`src/rtl/can_pkg.sv`:
```
// Shared types, field widths and the CRC-15 step for the CAN receive path.
package can_pkg;

    localparam int unsigned ID_W  = 11;
    localparam int unsigned DLC_W = 4;
    localparam int unsigned CRC_W = 15;
    localparam int unsigned EOF_W = 7;

    localparam logic [CRC_W-1:0] CAN_CRC_POLY = 15'h4599;

    typedef enum logic [3:0] {
        StWaitIdle,
        StIdle,
        StArb,
        StCtrl,
        StData,
        StCrc,
        StCrcDel,
        StAckSlot,
        StAckDel,
        StEof,
        StErr
    } state_e;

    function automatic logic [CRC_W-1:0] crc15_step(input logic [CRC_W-1:0] crc, input logic b);
        logic [CRC_W-1:0] sh;
        sh = {crc[CRC_W-2:0], 1'b0};
        return (b ^ crc[CRC_W-1]) ? (sh ^ CAN_CRC_POLY) : sh;
    endfunction

endpackage

```
`src/rtl/can_destuff.sv`:
```
// Bit destuffer: tracks runs of identical bus bits and flags stuff bits and stuff violations.
module can_destuff (
    input  logic clock,
    input  logic reset,
    input  logic bus_data,
    input  logic enable,
    output logic bit_out,
    output logic bit_valid,
    output logic stuff_err,
    output logic stuff_next
);

    logic [2:0] run_q;
    logic       last_q;
    logic       stuff;

    always_comb begin
        stuff      = enable && (run_q == 3'd5);
        bit_out    = bus_data;
        bit_valid  = !stuff;
        stuff_err  = stuff && (bus_data == last_q);
        // The bit now on the bus completes a run of five: the following bit must be a stuff bit.
        stuff_next = enable && !stuff && (bus_data == last_q) && (run_q == 3'd4);
    end

    // While disabled, each bit seeds a fresh run so the SOF starts the count at 1.
    always_ff @(posedge clock or negedge reset) begin
        if (!reset) begin
            run_q  <= 3'd0;
            last_q <= 1'b0;
        end else begin
            if (!enable || stuff || (bus_data != last_q)) begin
                run_q <= 3'd1;
            end else begin
                run_q <= run_q + 3'd1;
            end
            last_q <= bus_data;
        end
    end

endmodule

```
`src/rtl/can_frame_rx.sv`:
```
// CAN standard-frame receiver: destuffs, parses, checks CRC and form, requests ACK.
module can_frame_rx
    import can_pkg::*;
#(
    parameter int unsigned IDLE_BITS = 11,
    parameter int unsigned MAX_BYTES = 8
) (
    input  logic        clock,
    input  logic        reset,
    input  logic        bus_data,
    output logic        ack,
    output logic        frame_valid,
    output logic [10:0] rx_id,
    output logic        rx_rtr,
    output logic [3:0]  rx_dlc,
    output logic [63:0] rx_data,
    output logic        stuff_err,
    output logic        crc_err,
    output logic        form_err,
    output logic        busy
);

    localparam int unsigned IdleW = $clog2(IDLE_BITS + 1);

    state_e            state_q;
    logic [6:0]        bit_cnt_q;
    logic [IdleW-1:0]  idle_cnt_q;
    logic [ID_W-1:0]   id_q;
    logic              rtr_q;
    logic [DLC_W-1:0]  dlc_q;
    logic [63:0]       data_q;
    logic [CRC_W-1:0]  crc_q;
    logic [CRC_W-1:0]  crc_rx_q;
    logic              crc_ok_q;

    logic              ds_en, ds_bit, ds_valid, ds_err, ds_next;
    logic [DLC_W-1:0]  dlc_full;
    logic [DLC_W-1:0]  n_bytes;
    logic [6:0]        n_data_bits;
    logic [CRC_W-1:0]  crc_full;
    logic [5:0]        data_idx;

    always_comb begin
        ds_en       = state_q inside {StArb, StCtrl, StData, StCrc};
        dlc_full    = {dlc_q[DLC_W-2:0], ds_bit};
        n_bytes     = (32'(dlc_q) > MAX_BYTES) ? DLC_W'(MAX_BYTES) : dlc_q;
        n_data_bits = {n_bytes, 3'b000};
        crc_full    = {crc_rx_q[CRC_W-2:0], ds_bit};
        data_idx    = ~bit_cnt_q[5:0];
    end

    can_destuff u_destuff (
        .clock      (clock),
        .reset      (reset),
        .bus_data   (bus_data),
        .enable     (ds_en),
        .bit_out    (ds_bit),
        .bit_valid  (ds_valid),
        .stuff_err  (ds_err),
        .stuff_next (ds_next)
    );

    always_ff @(posedge clock or negedge reset) begin
        if (!reset) begin
            state_q     <= StWaitIdle;
            bit_cnt_q   <= '0;
            idle_cnt_q  <= '0;
            id_q        <= '0;
            rtr_q       <= 1'b0;
            dlc_q       <= '0;
            data_q      <= '0;
            crc_q       <= '0;
            crc_rx_q    <= '0;
            crc_ok_q    <= 1'b0;
            ack         <= 1'b0;
            frame_valid <= 1'b0;
            rx_id       <= '0;
            rx_rtr      <= 1'b0;
            rx_dlc      <= '0;
            rx_data     <= '0;
            stuff_err   <= 1'b0;
            crc_err     <= 1'b0;
            form_err    <= 1'b0;
            busy        <= 1'b0;
        end else begin
            ack         <= 1'b0;
            frame_valid <= 1'b0;
            stuff_err   <= 1'b0;
            crc_err     <= 1'b0;
            form_err    <= 1'b0;
            if (ds_err) begin
                stuff_err <= 1'b1;
                busy      <= 1'b0;
                state_q   <= StErr;
            end else begin
                case (state_q)
                    StWaitIdle: begin
                        if (!bus_data) begin
                            idle_cnt_q <= '0;
                        end else if (32'(idle_cnt_q) + 1 >= IDLE_BITS) begin
                            idle_cnt_q <= '0;
                            state_q    <= StIdle;
                        end else begin
                            idle_cnt_q <= idle_cnt_q + 1'b1;
                        end
                    end
                    StIdle: begin
                        if (!bus_data) begin
                            state_q   <= StArb;
                            busy      <= 1'b1;
                            bit_cnt_q <= '0;
                            crc_q     <= crc15_step('0, bus_data);
                            id_q      <= '0;
                            rtr_q     <= 1'b0;
                            dlc_q     <= '0;
                            data_q    <= '0;
                            crc_rx_q  <= '0;
                            crc_ok_q  <= 1'b0;
                        end
                    end
                    StArb: begin
                        if (ds_valid) begin
                            crc_q     <= crc15_step(crc_q, ds_bit);
                            bit_cnt_q <= bit_cnt_q + 7'd1;
                            if (bit_cnt_q < 7'(ID_W)) begin
                                id_q <= {id_q[ID_W-2:0], ds_bit};
                            end else begin
                                rtr_q     <= ds_bit;
                                bit_cnt_q <= '0;
                                state_q   <= StCtrl;
                            end
                        end
                    end
                    StCtrl: begin
                        if (ds_valid) begin
                            crc_q     <= crc15_step(crc_q, ds_bit);
                            bit_cnt_q <= bit_cnt_q + 7'd1;
                            if (bit_cnt_q == 7'd0 && ds_bit) begin
                                form_err <= 1'b1;
                                busy     <= 1'b0;
                                state_q  <= StErr;
                            end else if (bit_cnt_q >= 7'd2) begin
                                dlc_q <= dlc_full;
                                if (bit_cnt_q == 7'd5) begin
                                    bit_cnt_q <= '0;
                                    state_q   <= (rtr_q || dlc_full == '0) ? StCrc : StData;
                                end
                            end
                        end
                    end
                    StData: begin
                        if (ds_valid) begin
                            crc_q            <= crc15_step(crc_q, ds_bit);
                            data_q[data_idx] <= ds_bit;
                            bit_cnt_q        <= bit_cnt_q + 7'd1;
                            if (bit_cnt_q == n_data_bits - 7'd1) begin
                                bit_cnt_q <= '0;
                                state_q   <= StCrc;
                            end
                        end
                    end
                    StCrc: begin
                        // A count of CRC_W means only the trailing stuff bit is still owed.
                        if (!ds_valid) begin
                            if (bit_cnt_q == 7'(CRC_W)) begin
                                ack     <= crc_ok_q;
                                state_q <= StCrcDel;
                            end
                        end else begin
                            crc_rx_q  <= crc_full;
                            bit_cnt_q <= bit_cnt_q + 7'd1;
                            if (bit_cnt_q == 7'(CRC_W - 1)) begin
                                crc_ok_q <= (crc_full == crc_q);
                                if (!ds_next) begin
                                    ack     <= (crc_full == crc_q);
                                    state_q <= StCrcDel;
                                end
                            end
                        end
                    end
                    StCrcDel: begin
                        if (!bus_data) begin
                            form_err <= 1'b1;
                            busy     <= 1'b0;
                            state_q  <= StErr;
                        end else begin
                            state_q <= StAckSlot;
                        end
                    end
                    StAckSlot: state_q <= StAckDel;
                    StAckDel: begin
                        if (!crc_ok_q) begin
                            crc_err <= 1'b1;
                            busy    <= 1'b0;
                            state_q <= StErr;
                        end else if (!bus_data) begin
                            form_err <= 1'b1;
                            busy     <= 1'b0;
                            state_q  <= StErr;
                        end else begin
                            bit_cnt_q <= '0;
                            state_q   <= StEof;
                        end
                    end
                    StEof: begin
                        if (!bus_data) begin
                            form_err <= 1'b1;
                            busy     <= 1'b0;
                            state_q  <= StErr;
                        end else if (bit_cnt_q == 7'(EOF_W - 1)) begin
                            frame_valid <= 1'b1;
                            busy        <= 1'b0;
                            rx_id       <= id_q;
                            rx_rtr      <= rtr_q;
                            rx_dlc      <= dlc_q;
                            rx_data     <= data_q;
                            // EOF bits already count toward the interframe idle requirement.
                            idle_cnt_q  <= IdleW'(EOF_W);
                            state_q     <= StWaitIdle;
                        end else begin
                            bit_cnt_q <= bit_cnt_q + 7'd1;
                        end
                    end
                    StErr: begin
                        idle_cnt_q <= '0;
                        state_q    <= StWaitIdle;
                    end
                    default: state_q <= StWaitIdle;
                endcase
            end
        end
    end

endmodule

```
`config.mk`:
```
export PLATFORM = sky130hd
export DESIGN_NAME = can_frame_rx
export DESIGN_NICKNAME = d
export VERILOG_FILES = /design/src/rtl/can_pkg.sv /design/src/rtl/can_destuff.sv /design/src/rtl/can_frame_rx.sv
export SDC_FILE = /design/constraint.sdc
export NUM_CORES = 1
export LEC_CHECK = 0
export BUFFER_PORTS_ARGS = -buffer_cell sky130_fd_sc_hd__buf_2
export CORE_ASPECT_RATIO = 0.75
export CORE_MARGIN = 8
export CORE_UTILIZATION = 30
export DETAILED_ROUTE_END_ITERATION = 16
export GPL_ROUTABILITY_DRIVEN = 0
export PLACE_DENSITY = 0.51
export SETUP_SLACK_MARGIN = 0.05
export SLEW_MARGIN = 0
export SYNTH_ARGS = -nofsm -noshare
export SYNTH_HDL_FRONTEND = slang
export SYNTH_SLANG_ARGS = --single-unit
```
`constraint.sdc`:
```
create_clock -name clock -period 3.3 [get_ports clock]
set_input_delay 0.66 -clock clock [delete_from_list [all_inputs] [get_ports clock]]
set_output_delay 0.66 -clock clock [all_outputs]
set_load 0.01 [all_outputs]
```
# After elaboration in Yosys (flattened, before gate mapping)
# Cells that the tools add are included.
# word_totals
ff_bits,215
in_bits,3
out_inout_bits,86
wordCells,228
# op_classes
addsub,5
magnitude_cmp,6
eq_ne,51
mux,102
bitwise,4
n_reduce_logical,38
# ops
operator,n
$mux 64,2
$pmux 64 s2,1
$mux 4,28
$mux 7,14
$bwmux 64,1
$pmux 7 s7,1
$mux 15,3
$pmux 4 s10,1
$mux 1,34
$mux 11,3
$pmux 15 s2,1
$pmux 14 s2,1
$ne 2x2->1 const B,13
$pmux 11 s2,1
$ne 3x3->1 const B,7
$reduce_and 4->1,5
$reduce_and 5->1,4
$eq 4x3->1 const B,4
$eq 15x15->1,1
$eq 7x3->1 const B,2
$eq 7x4->1 const B,2
$mux 14,1
$reduce_and 14->1,1
$eq 4x4->1 const B,3
48 further kinds,72

# Logic depth before layout (Yosys ltp)
# logic_depth
word_depth,12
mapped_depth,10
depth_no_buf,8

# By module
# A second synthesis with hierarchy kept.
# unflattened
cells_unflattened,987
area_unflattened_um2,10030.9
# modules_own_cells
mod,instances,cells_each,area_per_inst_um2,seq_area_each_um2
can_frame_rx,1,965,9793.1,5280.1
can_destuff,1,22,237.7,100.1

# Least setup slack after synthesis
# OpenSTA, ideal clock, no wires.
# synth_path
kind,register -> register
startpoint,register bit_cnt_q[1]
endpoint,register state_q[0]
setup_ps,125
t_arrival_ps,2360
required_time_ps,3175
slack_ps,815
path_stages_with_launch,10
n_path_buf,1
synth_period_minus_slack_ps,2485
cell_sequence,dfrtp_1 clkbuf_1 clkinv_1 ha_1 nor4bb_1 a21bo_2 or3b_2 nand4_1 nor4_4 mux2_2
# synth_between
elab_chain_cells,6
word_cells_on_any_way,21
cone_classes,order compare: 2; eq/ne: 12; mux: 4; reduce/logical: 3
# synth_rtl
item,line_no,source
from (decl),can_frame_rx.sv:26,logic [6:0] bit_cnt_q;
from (signal assigned),can_frame_rx.sv:124,bit_cnt_q <= bit_cnt_q + 7'd1;
from (signal assigned),can_frame_rx.sv:137,bit_cnt_q <= bit_cnt_q + 7'd1;
from (signal assigned),can_frame_rx.sv:155,bit_cnt_q <= bit_cnt_q + 7'd1;
branches (longest 6 deep; another with $ge 7x2->1),n/a,
to (signal assigned),can_frame_rx.sv:94,state_q <= StErr;
to (signal assigned),can_frame_rx.sv:102,state_q <= StIdle;
to (signal assigned),can_frame_rx.sv:141,state_q <= StErr;
to (decl),can_frame_rx.sv:25,state_e state_q;
# Parallel ways; which one is timed is not known. The select of a mux whose other input is x is not followed.
# A chain may end at the register's enable or synchronous reset.

# Worst setup path after layout
# layout_path
startpoint,register bit_cnt_q[0]
endpoint,register state_q[1]
# The elaborated chain is that of the path after synthesis.

==> reports/metrics.yaml <==
detailed_routing:
  highest_layer: "met4"
  drt_iter0_drc: 772
  wl_met2_um: 11500
  avgViaCountPerCell: 5.09
  routedWlPerCell_um: 18.8
  drc: 0
  wl_met3_um: 1920
  vias: 7725
  wirelength_um: 28600
  drt_first_pass_iters: 5
  drtAntennaViolNets: 0
  m1WireLength_um: 14800
clock_tree:
  cts.root.buffer_cell: "clkbuf_16"
  cts.sinks: 215
  hold_buffers: 0
  clockBufferDepth: 3
  clock_latency_ns: 0.54
  postCtsResizedCells: 0
  numCtsBuffers: 23
  path_clk_slew_ns: 0.07
  htreeDepth: 1
  cts_tree: "built"
  postCtsSetupRepairBufs: 0
cells_and_area:
  finalNonFillerCells: 1519
  drive_gt1_share_pct: 24.0
  fillCellCount: 3297
  ff_latch_area_um2: 5380
  layout.nets: 1074
  fin_area_um2: 11800
  multi_input_area_um2: 4320
  area_delta_synth_final_pct: 18.6
  antenna_cells: 0
  layout_common_cells: "dfrtp_1 (215), o21ai_0 (173), nand2_1 (123), buf_2 (87)"
  final_common_cell: "dfrtp_1"
worst_setup_path:
  cp_max_fo: 12
  crit_buf_inv: 1
  worstPathCellList: "clkinv_1 -> ha_1 -> nand2b_1 -> nor2_4 -> a211o_1 -> a211oi_1 -> nor4_4 -> mux2_2"
  startpoint_type: "flip-flop"
  path_delay_family: "compound AO/OA/AOI/OAI gates"
  critPathKind: "flip-flop to flip-flop"
  slowest_stage: "dfrtp_1"
  worstSetupStartpoint: "bit_cnt_q[0]"
  timing.critical_path.required_ns: 3.72
  slowest_delay_ns: 0.56
  r2r-start: "bit_cnt_q[0]"
  crit_path_end_kind: "flip-flop"
  ff2ff_setup_slack_ns: 0.58
  critical_path_arrival_ns: 3.14
synth:
  syn_nets: 992
  synth-warning-count: 0
  synth_edf_count: 0
  ys_seq_area_share_pct: 54.0
  ys.flop_type: "dfrtp_1"
  synth.avg_cell_area_um2: 10.2
  synthCells: 979
  syn_area_um2: 9970
  ys_types: 67
  synthArstFlopShare_pct: 100
  netlist_top_cells_area: "dfrtp_1 (54%), mux2_2 (8.9%), o21ai_0 (8.7%)"
  synth_top_area_share_pct: 54.0
  ys_ff_latch: 215
  yosys.area.top_type: "dfrtp_1"
placed_design:
  port_buffers: 88
  dp_slack_ns: 0.608
  dpl-instance-area_um2: 11000
  place_inst: 1478
  dpl.hpwl_um: 18800
power_and_ir_drop:
  leakage_nw: 5.65
  power-per-cell-area_nw_per_um2: 725
  vdd_ir_drop_max_uv: 301
global_routing:
  grt_max_degree: 95
  grt_pass1_vias: 7492
  grt_usage_pct: 14.4
  grt_pass1_wl_um: 45800
  grt-ovfl-total: 0
  antenna_found_initial: 1
timing:
  min_period_ns: 2.72
  fin_ws_ns: 0.578
  worst_pin_slew_ns: 1.06
  setup_violations: 0
  finClkSkew_ns: 0.0133
  rsz0062_at_grt: "false"
  hold_ws_ns: 0.155
  clock.fmax_mhz: 367
  slew_viol_final: 0
  maxSlewHeadroom_pct: 28.7
  fin_crit_sh_pct: 82.5
  fin_tns_setup_ns: 0
  final_hold_viol_count: 0
floorplanning:
  core_area_um2: 32500
  rows: 57
  die_h_um: 174
  start_util_pct: 30.6
  dieArea_um2: 39400
  fp.dieW_um: 226
  design.portCount: 89
min_path:
  min_path_type: "primary input to asynchronous set/reset pin"
run:
  maxCapViolCount: 0
run_status:
  status: "completed"
==> state kept, by name, summed over array words and instances (netlist names), 3 cells and up <==
register	cells
rx_dlc	4
rx_data	64
rx_id	11
data_q	64
idle_cnt_q	4
u_destuff.run_q	3
crc_rx_q	14
crc_q	15
id_q	11
state_q	4
dlc_q	4
bit_cnt_q	7
==> layer usage <==
metal  global-route usage, %  vias to the layer above
li1                        -                     3658
met1                    23.2                     3807
met2                    19.3                      232
met3                    2.70                       28
met4                    2.85                        0
met5                       0                        -
==> metrics by stage <==
| stage | utilization, % | power (mW) |
|---|---|---|
| after floorplan | - | 4.93 |
| after global placement | 33.9 | 5.79 |
| after detailed placement | 33.9 | 5.79 |
| after CTS | 36.3 | 8.60 |
| after global routing | 36.3 | 9.07 |
| final | 36.3 | 8.57 |
==> final cells by class <==
| type | count | share of cell area, % |
|---|---|---|
| multi-input cells | 690 | 36.6 |
| flip-flops and latches | 215 | 45.5 |
| well taps | 442 | 4.68 |
| inverters | 11 | 0.349 |
| repair buffers | 120 | 6.06 |
| clock inverters | 10 | 1.28 |
| clock buffers | 31 | 5.55 |
==> final timing paths <==
path,end,cells after the start
worst max-delay path,state_q[1],8
worst min-delay path,rx_data[50],1
worst max register to register,state_q[1],8
worst min register to register,rx_dlc[1],2
max in group asynchronous,state_q[1],2
min in group clock,dlc_q[0],3
==> where the power goes <==
group	switching, mW	internal, mW
clock network	1.14	1.64
registers	0.218	2.84
logic	1.83	0.894
total	3.19	5.38
==> cell usage after synthesis (all sizes together) (3+ instances only) <==
cell type / instances
dfrtp: 215
o21ai: 181
nand2: 123
a21oi: 79
mux2: 79
clkbuf: 44
nor2: 29
buf: 19
nand3: 18
nor3: 17
xnor2: 17
nand2b: 16
xor2: 13
ha: 10
o22ai: 10
inv: 9
nand4: 9
nor4: 9
and3: 8
nor2b: 7
or3: 6
nor3b: 5
o21bai: 4
a211oi: 3
a21o: 3
a22o: 3
and2: 3
mux2i: 3
==> cells by family (layout without fill, tap and decap cells) <==
family | Yosys count | after routing | share of synthesized area (%)
AO/OA/AOI/OAI | 307 | 307 | 16.9
AND/OR/NAND/NOR | 261 | 261 | 13.1
flip-flops | 215 | 215 | 54.0
multiplexers | 82 | 82 | 9.23
buffers and inverters | 74 | 172 | 2.94
XOR/XNOR | 30 | 30 | 2.64
adder cells (fa/ha/maj) | 10 | 10 | 1.26
Note: power is estimated with default switching activity, not from simulation.
